$ cat config.mk
export PLATFORM = sky130hd
export DESIGN_NAME = pdl_stack_ctl
export DESIGN_NICKNAME = d
export VERILOG_FILES = /design/src/rtl/pdl_pkg.sv /design/src/rtl/pdl_updown_ctr.sv /design/src/rtl/pdl_stack_ctl.sv
export SDC_FILE = /design/constraint.sdc
export NUM_CORES = 1
export LEC_CHECK = 0
export BUFFER_PORTS_ARGS = -buffer_cell sky130_fd_sc_hd__buf_2
export CORE_MARGIN = 4
export CORE_UTILIZATION = 45
export CTS_CLUSTER_DIAMETER = 60
export DETAILED_ROUTE_END_ITERATION = 12
export MAX_ROUTING_LAYER = met4
export PLACE_DENSITY = 0.72
export SKIP_LAST_GASP = 1
export SLEW_MARGIN = 20
export SYNTH_ARGS = -nofsm -noshare
export SYNTH_HDL_FRONTEND = slang
export SYNTH_SLANG_ARGS = --single-unit
$ cat constraint.sdc
create_clock -name clk -period 3.65 [get_ports clk]
set_input_delay 0.73 -clock clk [delete_from_list [all_inputs] [get_ports clk]]
set_output_delay 0.73 -clock clk [all_outputs]
set_load 0.01 [all_outputs]
$ cat src/rtl/pdl_pkg.sv
// Shared sizing for the push-down-list (PDL) stack controller.
package pdl_pkg;

  localparam int PDL_AW = 10;

  // Default guard level is 16 entries below the top of the PDL.
  function automatic int pdl_guard_default(input int aw);
    return (1 << aw) - 16;
  endfunction

endpackage

$ cat src/rtl/pdl_updown_ctr.sv
// Load/inc/dec counter for the PDL pointer. It exposes next-state and wrap events.
module pdl_updown_ctr
  import pdl_pkg::*;
#(
  parameter int AW = PDL_AW
) (
  input  logic          clk,
  input  logic          reset,
  input  logic          load,
  input  logic [AW-1:0] load_val,
  input  logic          inc,
  input  logic          dec,
  output logic [AW-1:0] q,
  output logic [AW-1:0] nxt,
  output logic          wrap_hi,
  output logic          wrap_lo
);

  localparam logic [AW-1:0] ONE = AW'(1);
  localparam logic [AW-1:0] MAX = '1;

  // Load has priority over counting. When inc and dec arrive together, they cancel.
  always_comb begin
    nxt     = q;
    wrap_hi = 1'b0;
    wrap_lo = 1'b0;
    if (load) begin
      nxt = load_val;
    end else if (inc && !dec) begin
      nxt     = q + ONE;
      wrap_hi = (q == MAX);
    end else if (dec && !inc) begin
      nxt     = q - ONE;
      wrap_lo = (q == '0);
    end
  end

  always_ff @(posedge clk) begin
    if (reset) q <= '0;
    else       q <= nxt;
  end

endmodule

$ cat src/rtl/pdl_stack_ctl.sv
// PDL stack controller. It produces the pointer, index, RAM address, strobes, wrap flags and the high-water mark.
module pdl_stack_ctl
  import pdl_pkg::*;
#(
  parameter int AW    = PDL_AW,
  parameter int GUARD = pdl_guard_default(AW)
) (
  input  logic          clk,
  input  logic          reset,
  input  logic          state_fetch,
  input  logic          state_alu,
  input  logic          state_write,
  input  logic          state_mmu,
  input  logic          state_read,
  input  logic          nop,
  input  logic          msrc_pdl,
  input  logic          srcpdltop,
  input  logic          srcpdlpop,
  input  logic          destpdltop,
  input  logic          destpdl_x,
  input  logic          destpdl_p,
  input  logic          ld_ptr,
  input  logic          ld_idx,
  input  logic [AW-1:0] ld_data,
  input  logic          clr_flags,
  output logic [AW-1:0] pdla,
  output logic [AW-1:0] pdlptr,
  output logic [AW-1:0] pdlidx,
  output logic          pdlwrite,
  output logic          pwp,
  output logic          prp,
  output logic          pdlenb,
  output logic          pdldrive,
  output logic          overflow,
  output logic          underflow,
  output logic          guard,
  output logic [AW-1:0] hwm
);

  localparam logic [AW:0]   GUARD_LVL = (AW+1)'(GUARD);
  localparam logic [AW-1:0] ONE       = AW'(1);

  logic          pwidx;
  logic          sel_ptr;
  logic          push;
  logic          pop;
  logic          wrap_hi;
  logic          wrap_lo;
  logic [AW-1:0] ptr_nxt;

  assign pdlenb   = srcpdlpop | srcpdltop;
  assign pdlwrite = destpdltop | destpdl_x | destpdl_p;
  assign prp      = pdlenb & state_read;
  assign pwp      = pdlwrite & state_write;
  assign pdldrive = pdlenb & (state_alu | state_write | state_mmu | state_fetch);

  assign push = destpdl_p;
  assign pop  = srcpdlpop & ~nop;

  pdl_updown_ctr #(.AW(AW)) u_ptr (
    .clk      (clk),
    .reset    (reset),
    .load     (state_write & ld_ptr),
    .load_val (ld_data),
    .inc      (state_write & push),
    .dec      (state_write & pop),
    .q        (pdlptr),
    .nxt      (ptr_nxt),
    .wrap_hi  (wrap_hi),
    .wrap_lo  (wrap_lo)
  );

  // A lone push pre-increments, so its write phase already addresses the new top.
  assign sel_ptr = (state_read & msrc_pdl) | (~state_read & ~pwidx);
  always_comb begin
    pdla = pdlidx;
    if (sel_ptr) pdla = (state_write & push & ~pop) ? pdlptr + ONE : pdlptr;
  end

  assign guard = {1'b0, pdlptr} >= GUARD_LVL;

  always_ff @(posedge clk) begin
    if (reset) begin
      pwidx     <= 1'b0;
      pdlidx    <= '0;
      overflow  <= 1'b0;
      underflow <= 1'b0;
      hwm       <= '0;
    end else begin
      if (state_alu | state_write) pwidx <= destpdl_x;
      if (ld_idx) pdlidx <= ld_data;
      // A wrap in the same cycle beats the clear.
      overflow  <= (overflow  & ~clr_flags) | wrap_hi;
      underflow <= (underflow & ~clr_flags) | wrap_lo;
      if (clr_flags)          hwm <= '0;
      else if (ptr_nxt > hwm) hwm <= ptr_nxt;
    end
  end

endmodule

==> flow_summary.json, run 1 <==
{
  "floorplan.die.width_um": 81.1,
  "cts_tree": "yes",
  "cts_max_level": 2,
  "fill_cells": 504,
  "path_cells": "buf_2, nand4bb_1, buf_4, nor4_4, a211oi_1, a221oi_2, inv_1, ha_1, nand4_1, buf_4, a311oi_1, o31ai_1, a21oi_1",
  "area_of_the_die_sq_um": 6580,
  "drt_wl_total_um": 6950,
  "clk_latency_ns": 0.29,
  "grt_first_pass_wirelength_um": 11400,
  "ff_to_ff_setup_slack_ns": 0.29,
  "synth-warning-count": 0,
  "worst-endpoint-required_ns": 3.87,
  "post-layout-total-power_uw": 1130,
  "report.final.setup_viol": 0,
  "timing.final.crit_share_pct": 92.7,
  "cts_hold_repair.buffers": 0,
  "seq_area_sq_um": 661,
  "worstMarginPinSlew_ns": 0.631,
  "dp_hpwl_um": 5350,
  "maxSlewViolCount": 0,
  "grt_setup_unrepaired": "no",
  "post_route_drc_violation_count": 0,
  "startpoint_type": "input port",
  "grt_remaining_overflow": 0,
  "layout_area_overhead_pct": 26.3,
  "floorplan.rows": 26,
  "path_max_fanout": 4,
  "critical_path.n_buffers_inverters": 4,
  "critical_path_arrival_ns": 3.61,
  "max_capacitance_violation_total": 0,
  "seq_area_frac_synth_pct": 27.5,
  "synth_async_sr_flop_share_pct": 0,
  "postSynthNetCount": 339,
  "die_height_um": 81.1,
  "drt_iter0_markers": 143,
  "route.detailed.wl_per_inst_um": 15.2,
  "synth-main-ff-cell": "dfxtp_1",
  "cts_num_sinks": 33,
  "vias_per_cell": 5.50,
  "worstSetupEndpointType": "flop",
  "cell_internal_pwr_uw": 723,
  "power.share.combinational_pct": 36.9,
  "cts-resized-gates": 0,
  "grt_antenna_before_repair": 0,
  "synth_top_area_share_pct": 27.5,
  "place_congestion": 0.948,
  "share_of_power_burned_in_the_clock_network_pct": 25.4,
  "largest_clock_skew_in_the_final_design_ns": 0.00916,
  "cp_top_delay_family": "compound AO/OA/AOI/OAI gates",
  "sequentialPowerShare_pct": 37.7,
  "final_layout_size_suffix_gt1_share_pct": 33.2,
  "critical_path.most_common_cell": "buf_4",
  "status": "finished clean",
  "final_core_utilization_pct": 59.1,
  "avgSynthCellArea_sq_um": 8.02,
  "start_util_pct": 46.8,
  "ios": 75,
  "final-hold-violation-count": 0,
  "power.share.switching_pct": 36.1,
  "clock_tree.buffer_depth": 2,
  "critical-path-slowest-cell": "a311oi_1",
  "placeableCoreArea_sq_um": 5140,
  "ys_top_cells_by_area": "dfxtp_1 27%, nor2_1 6.6%, ha_1 6.2%",
  "area_used_by_multi_input_combinational_logic_sq_um": 1570,
  "hp-class": "reg2reg",
  "postSynthCellCount": 300,
  "power.ir.vdd_worst_v": 0.000235,
  "yosys.cell_types.count": 60,
  "vias": 2520,
  "final_period_minus_worst_setup_slack_ns": 3.38,
  "cts.repair_timing.setup_buffer_count": 0,
  "grt_use_total_pct": 22.7,
  "synth.largest_area_cell": "dfxtp_1",
  "path_clk_slew_ns": 0.07,
  "antenna_left": 0,
  "critPathMaxStageDelay_ns": 0.51,
  "grt_start_max_net_pins": 26,
  "first_pass_iters": 4,
  "leakagePower_uw": 0.00140,
  "achievable_frequency_mhz": 296,
  "numCtsBuffers": 5,
  "power_per_cell_area_nw_per_um2": 372,
  "net-switching-power_uw": 409,
  "clk_root_buffer_cell": "clkbuf_8",
  "critPathKind": "in2reg",
  "placement.io_buffers": 74,
  "synth_area_sq_um": 2400,
  "antenna_cells_inserted": 0,
  "synthesis_stage_register_bit_count": 33,
  "relSlewSlack_pct": 57.6,
  "finish.net_count": 427,
  "synth_edf_count": 0,
  "grt_pass1_vias": 2373
}
==> final cells by class <==
type                       instances  area share (%)
inverter                          19            2.35
multi-input combinational        229            51.6
tap                               70            2.88
sequential                        33            21.7
clock buffer                       7            2.84
timing repair buffer             100            18.6
==> placed cells by master (no fill, tap or decap), drive strengths merged, types with 3 or more instances in the layout <==
| master | count |
|---|---|
| a211oi | 3 |
| a21oi | 22 |
| a221oi | 3 |
| a31oi | 3 |
| a32o | 3 |
| and2 | 4 |
| buf | 100 |
| clkbuf | 7 |
| dfxtp | 33 |
| ha | 12 |
| inv | 19 |
| mux2i | 14 |
| nand2 | 28 |
| nand2b | 4 |
| nand3 | 6 |
| nand4 | 4 |
| nor2 | 42 |
| nor2b | 5 |
| nor3 | 8 |
| nor4 | 8 |
| o211ai | 4 |
| o21a | 3 |
| o21ai | 6 |
| o311ai | 3 |
| o31ai | 4 |
| or3 | 4 |
| or4 | 3 |
| xnor2 | 8 |
==> final timing paths <==
kind | startpoint | to | cells after the start
max reg2reg | u_ptr.q[0]$_SDFF_PP0_ | hwm[2]$_SDFFE_PP0N_ | 13
min | pwidx$_SDFFE_PP0P_ | pwidx$_SDFFE_PP0P_ | 2
min reg2reg | pwidx$_SDFFE_PP0P_ | pwidx$_SDFFE_PP0P_ | 2
max | nop | hwm[7]$_SDFFE_PP0N_ | 13
==> cell usage after synthesis (2+ instances only) <==
cell / instances
nor2_1: 42
nor4_2: 2
or4_1: 2
nor3_1: 4
a21oi_2: 2
buf_2: 5
a32o_1: 3
ha_1: 12
and3_1: 2
and2_1: 4
a21oi_1: 20
dfxtp_1: 33
clkbuf_1: 8
a221oi_2: 3
buf_4: 3
o21a_1: 3
inv_1: 19
xor2_1: 2
or3_1: 4
mux2i_1: 14
nor2b_1: 5
nor3_4: 2
nand4_1: 4
xnor2_1: 8
o41ai_1: 2
o211ai_1: 4
nand3_1: 5
o21ai_0: 6
nor3_2: 2
nand3b_1: 2
o311ai_0: 3
nor4_1: 5
o31ai_1: 4
nand2b_1: 4
a211oi_1: 2
nand2_1: 27
a31oi_1: 3
buf_6: 3
==> worst min-delay path: cells and delay by family (launching register included) <==
family	cells	cell delay, ns
flip-flops	1	0.31
AND/OR/NAND/NOR	1	0.05
AO/OA/AOI/OAI	1	0.05
==> stage by stage <==
step	hold WS (ns)	instances	cell area, sq um	setup slack (ns)	setup TNS [ns]
floorplan	0.429	300	2400	0.353	0
global placement	0.444	451	2950	0.0526	0
detailed placement	0.447	451	2950	-0.0475	-0.112
CTS	0.456	458	3030	0.227	0
global route	0.478	458	3040	0.0494	0
finish	0.451	458	3040	0.266	0
==> routing by layer <==
metal	wire [um]	share of wire (%)	vias up	track usage, %
li1	-	-	1254	-
met1	3140	45	1173	28.8
met2	3200	46	84	36.3
met3	502	7.2	9	4.43
met4	110	1.6	0	6.93
met5	0	0	-	-
==> power groups by stage <==
stage	registers (uW)	clock network, uW	logic, uW
final	427	287	418
after CTS	425	295	417
after detailed placement	433	0	414
after global placement	433	0	408
after global routing	431	313	463
after floorplan	433	0	261
==> flip-flops by register name, indices dropped and copies added, names as in the netlist <==
register   count
u_ptr.q       10
pdlidx        10
overflow       1
pwidx          1
hwm           10
underflow      1
==> cells by family after synthesis <==
| group | after synthesis | synth area share [%] |
|---|---|---|
| DFF | 33 | 27.5 |
| buffers and inverters | 38 | 7.60 |
| xor gates and xnor gates | 10 | 3.64 |
| muxes | 15 | 6.30 |
| AOI/OAI and AO/OA | 69 | 21.1 |
| adders and majority gates | 12 | 6.24 |
| and+or+nand+nor | 123 | 27.7 |
Note: power is estimated with default switching activity, not from simulation.
==> run 2, diff against run 1 <==
--- a/config.mk
+++ b/config.mk
@@ -6,6 +6,7 @@
 export NUM_CORES = 1
 export LEC_CHECK = 0
 export BUFFER_PORTS_ARGS = -buffer_cell sky130_fd_sc_hd__buf_2
+export CORE_ASPECT_RATIO = 0.75
 export CORE_MARGIN = 4
 export CORE_UTILIZATION = 45
 export CTS_CLUSTER_DIAMETER = 60
==> constraint.sdc (replaced) <==
create_clock -name clk -period 3.6 [get_ports clk]
set_input_delay 0.72 -clock clk [delete_from_list [all_inputs] [get_ports clk]]
set_output_delay 0.72 -clock clk [all_outputs]
set_load 0.01 [all_outputs]
==> run 2 against run 1 <==
Sequential share of layout area is 0.16 points lower. Cell count grew 0.44%. Utilization is 1.7 points higher. Setup slack improved by 0.043 ns. Global-route usage decreased by 0.56 points. Via count shrank 1.6%. Non-clock buffer count fell by 1. Routed wire length decreased by 0.55%. First-iteration DRC count grew 9.1%. Sequential cell count is the same. Combinational power rose by 1%. Register-to-register slack improved by 0.09 ns.
==> flow_summary.json, run 2 (synthesis gave the netlist of run 1 again) <==
{
  "status": "finished clean",
  "path_max_fanout": 11,
  "clk_root_buffer_cell": "clkbuf_8",
  "critical-path-slowest-cell": "a311oi_1",
  "dp_hpwl_um": 5430,
  "worst-endpoint-required_ns": 3.83,
  "startpoint_type": "input port",
  "grt_antenna_before_repair": 0,
  "grt_use_total_pct": 22.1,
  "placement.io_buffers": 74,
  "final_period_minus_worst_setup_slack_ns": 3.29,
  "max_capacitance_violation_total": 0,
  "worstReg2RegStart": "u_ptr.q[0]$_SDFF_PP0_",
  "cts_max_level": 2,
  "drt_iter0_markers": 156,
  "grt_remaining_overflow": 0,
  "critical_path_arrival_ns": 3.52,
  "final-hold-violation-count": 0,
  "hp-class": "reg2reg",
  "post_route_drc_violation_count": 0,
  "report.final.setup_viol": 0,
  "worstSetupEndpointType": "flop",
  "area_used_by_multi_input_combinational_logic_sq_um": 1560,
  "antenna_cells_inserted": 0,
  "floorplan.rows": 22,
  "grt_setup_unrepaired": "no",
  "antenna_left": 0,
  "postLayoutCellArea_sq_um": 3060,
  "setup_tns_ns": 0,
  "layout_area_overhead_pct": 27.3,
  "first_pass_iters": 4,
  "ff_to_ff_setup_slack_ns": 0.38,
  "path_cells": "buf_2, nand4bb_1, nor2_1, a211oi_1, a211oi_2, inv_1, ha_1, nand4_1, nor3_2, a311oi_1, o31ai_1, a21oi_1",
  "layout_commonest_cell": "buf_2",
  "grt_pass1_vias": 2348,
  "ios": 75,
  "placeableCoreArea_sq_um": 5040,
  "final_core_utilization_pct": 60.8,
  "number_of_cells_traversed_by_the_worst_register_to_register_path": 13,
  "placedInstanceArea_sq_um": 2940,
  "power.ir.vdd_worst_v": 0.000220,
  "drt_wl_total_um": 6910,
  "maxSlewViolCount": 0,
  "critical_path.n_buffers_inverters": 2,
  "place_congestion": 0.948,
  "power_per_cell_area_nw_per_um2": 402,
  "largest_clock_skew_in_the_final_design_ns": 0.00596,
  "vias_per_cell": 5.39,
  "finish.net_count": 426,
  "crit_start": "state_write",
  "cts_num_sinks": 33,
  "worstMarginPinSlew_ns": 0.584,
  "start_util_pct": 47.7,
  "worst_hold_slack_ns": 0.466,
  "relSlewSlack_pct": 60.8,
  "vias": 2479,
  "clock_tree.buffer_depth": 2,
  "cts_hold_repair.buffers": 0,
  "layout_common_cells": "74 x buf_2, 42 x nor2_1, 33 x dfxtp_1",
  "critPathKind": "in2reg",
  "route.detailed.wl_per_inst_um": 15.0,
  "worstHoldPathCells": 2,
  "clk_latency_ns": 0.29,
  "numCtsBuffers": 5,
  "cts_tree": "yes",
  "critPathMaxStageDelay_ns": 0.53,
  "area_of_the_die_sq_um": 6590,
  "grt_start_max_net_pins": 26,
  "source_of_the_worst_hold_timing_path": "pwidx$_SDFFE_PP0P_",
  "timing.final.crit_share_pct": 91.4,
  "top_regs": "hwm x10, pdlidx x10, u_ptr.q x10",
  "floorplan.die.width_um": 92.4,
  "cp_top_delay_family": "compound AO/OA/AOI/OAI gates",
  "path_clk_slew_ns": 0.07,
  "die_height_um": 71.3,
  "leakagePower_uw": 0.00141,
  "fill_cells": 471,
  "critical_path_cell_count": 12,
  "grt_first_pass_wirelength_um": 11300,
  "achievable_frequency_mhz": 304,
  "seq_area_sq_um": 661,
  "final_layout_size_suffix_gt1_share_pct": 33.0
}
run 2: cell types whose count changed in the layout (fill, tap and decap cells not counted), sizes merged:
| cell | change |
|---|---|
| bufinv | +1 |
| buf | -1 |
run 2: area by class of cell:
type                    count  area share (%)
flip-flops and latches     33            21.6
well taps                  72            2.94
multi-input cells         229            51.1
repair buffers             99            18.2
inverters                  19            2.33
clock buffers               7            2.82
clock inverters             1           0.981
run 2: worst min-delay path, delay by kind of cell (launching register included):
kind | cells | cell delay [ns]
flops | 1 | 0.32
simple gates | 1 | 0.05
compound gates | 1 | 0.05
run 2: power breakdown:
part           internal, uW  leakage, uW  switching (uW)
registers               395     0.000271            38.1
logic                   184      0.00108             239
clock network           226    0.0000585             146
run 2: worst paths after layout:
path                                            end
worst min-delay path             pwidx$_SDFFE_PP0P_
worst min register to register   pwidx$_SDFFE_PP0P_
worst max register to register  hwm[4]$_SDFFE_PP0N_
worst max-delay path            hwm[4]$_SDFFE_PP0N_
run 2: per-stage QoR:
step	power, uW	instances	worst slack (ns)
global placement	849	452	0.0254
detailed placement	860	452	-0.0625
finish	1230	460	0.309
floorplan	704	300	0.313
CTS	1230	460	0.233
global route	1300	460	0.0366
run 2: what timing repair did:
| item | in CTS | in global routing |
|---|---|---|
| resized for setup | 0 | 2 |
| endpoints found under the setup margin | 0 | 5 |
| setup buffers | 0 | 0 |
run 2: per-layer routing:
metal	vias up	share of wire, %	global-route usage (%)
met2	75	44	33.6
met1	1144	49	30.2
met5	-	0	-
met3	7	6.2	4.51
li1	1253	-	-
met4	0	0.74	5.27
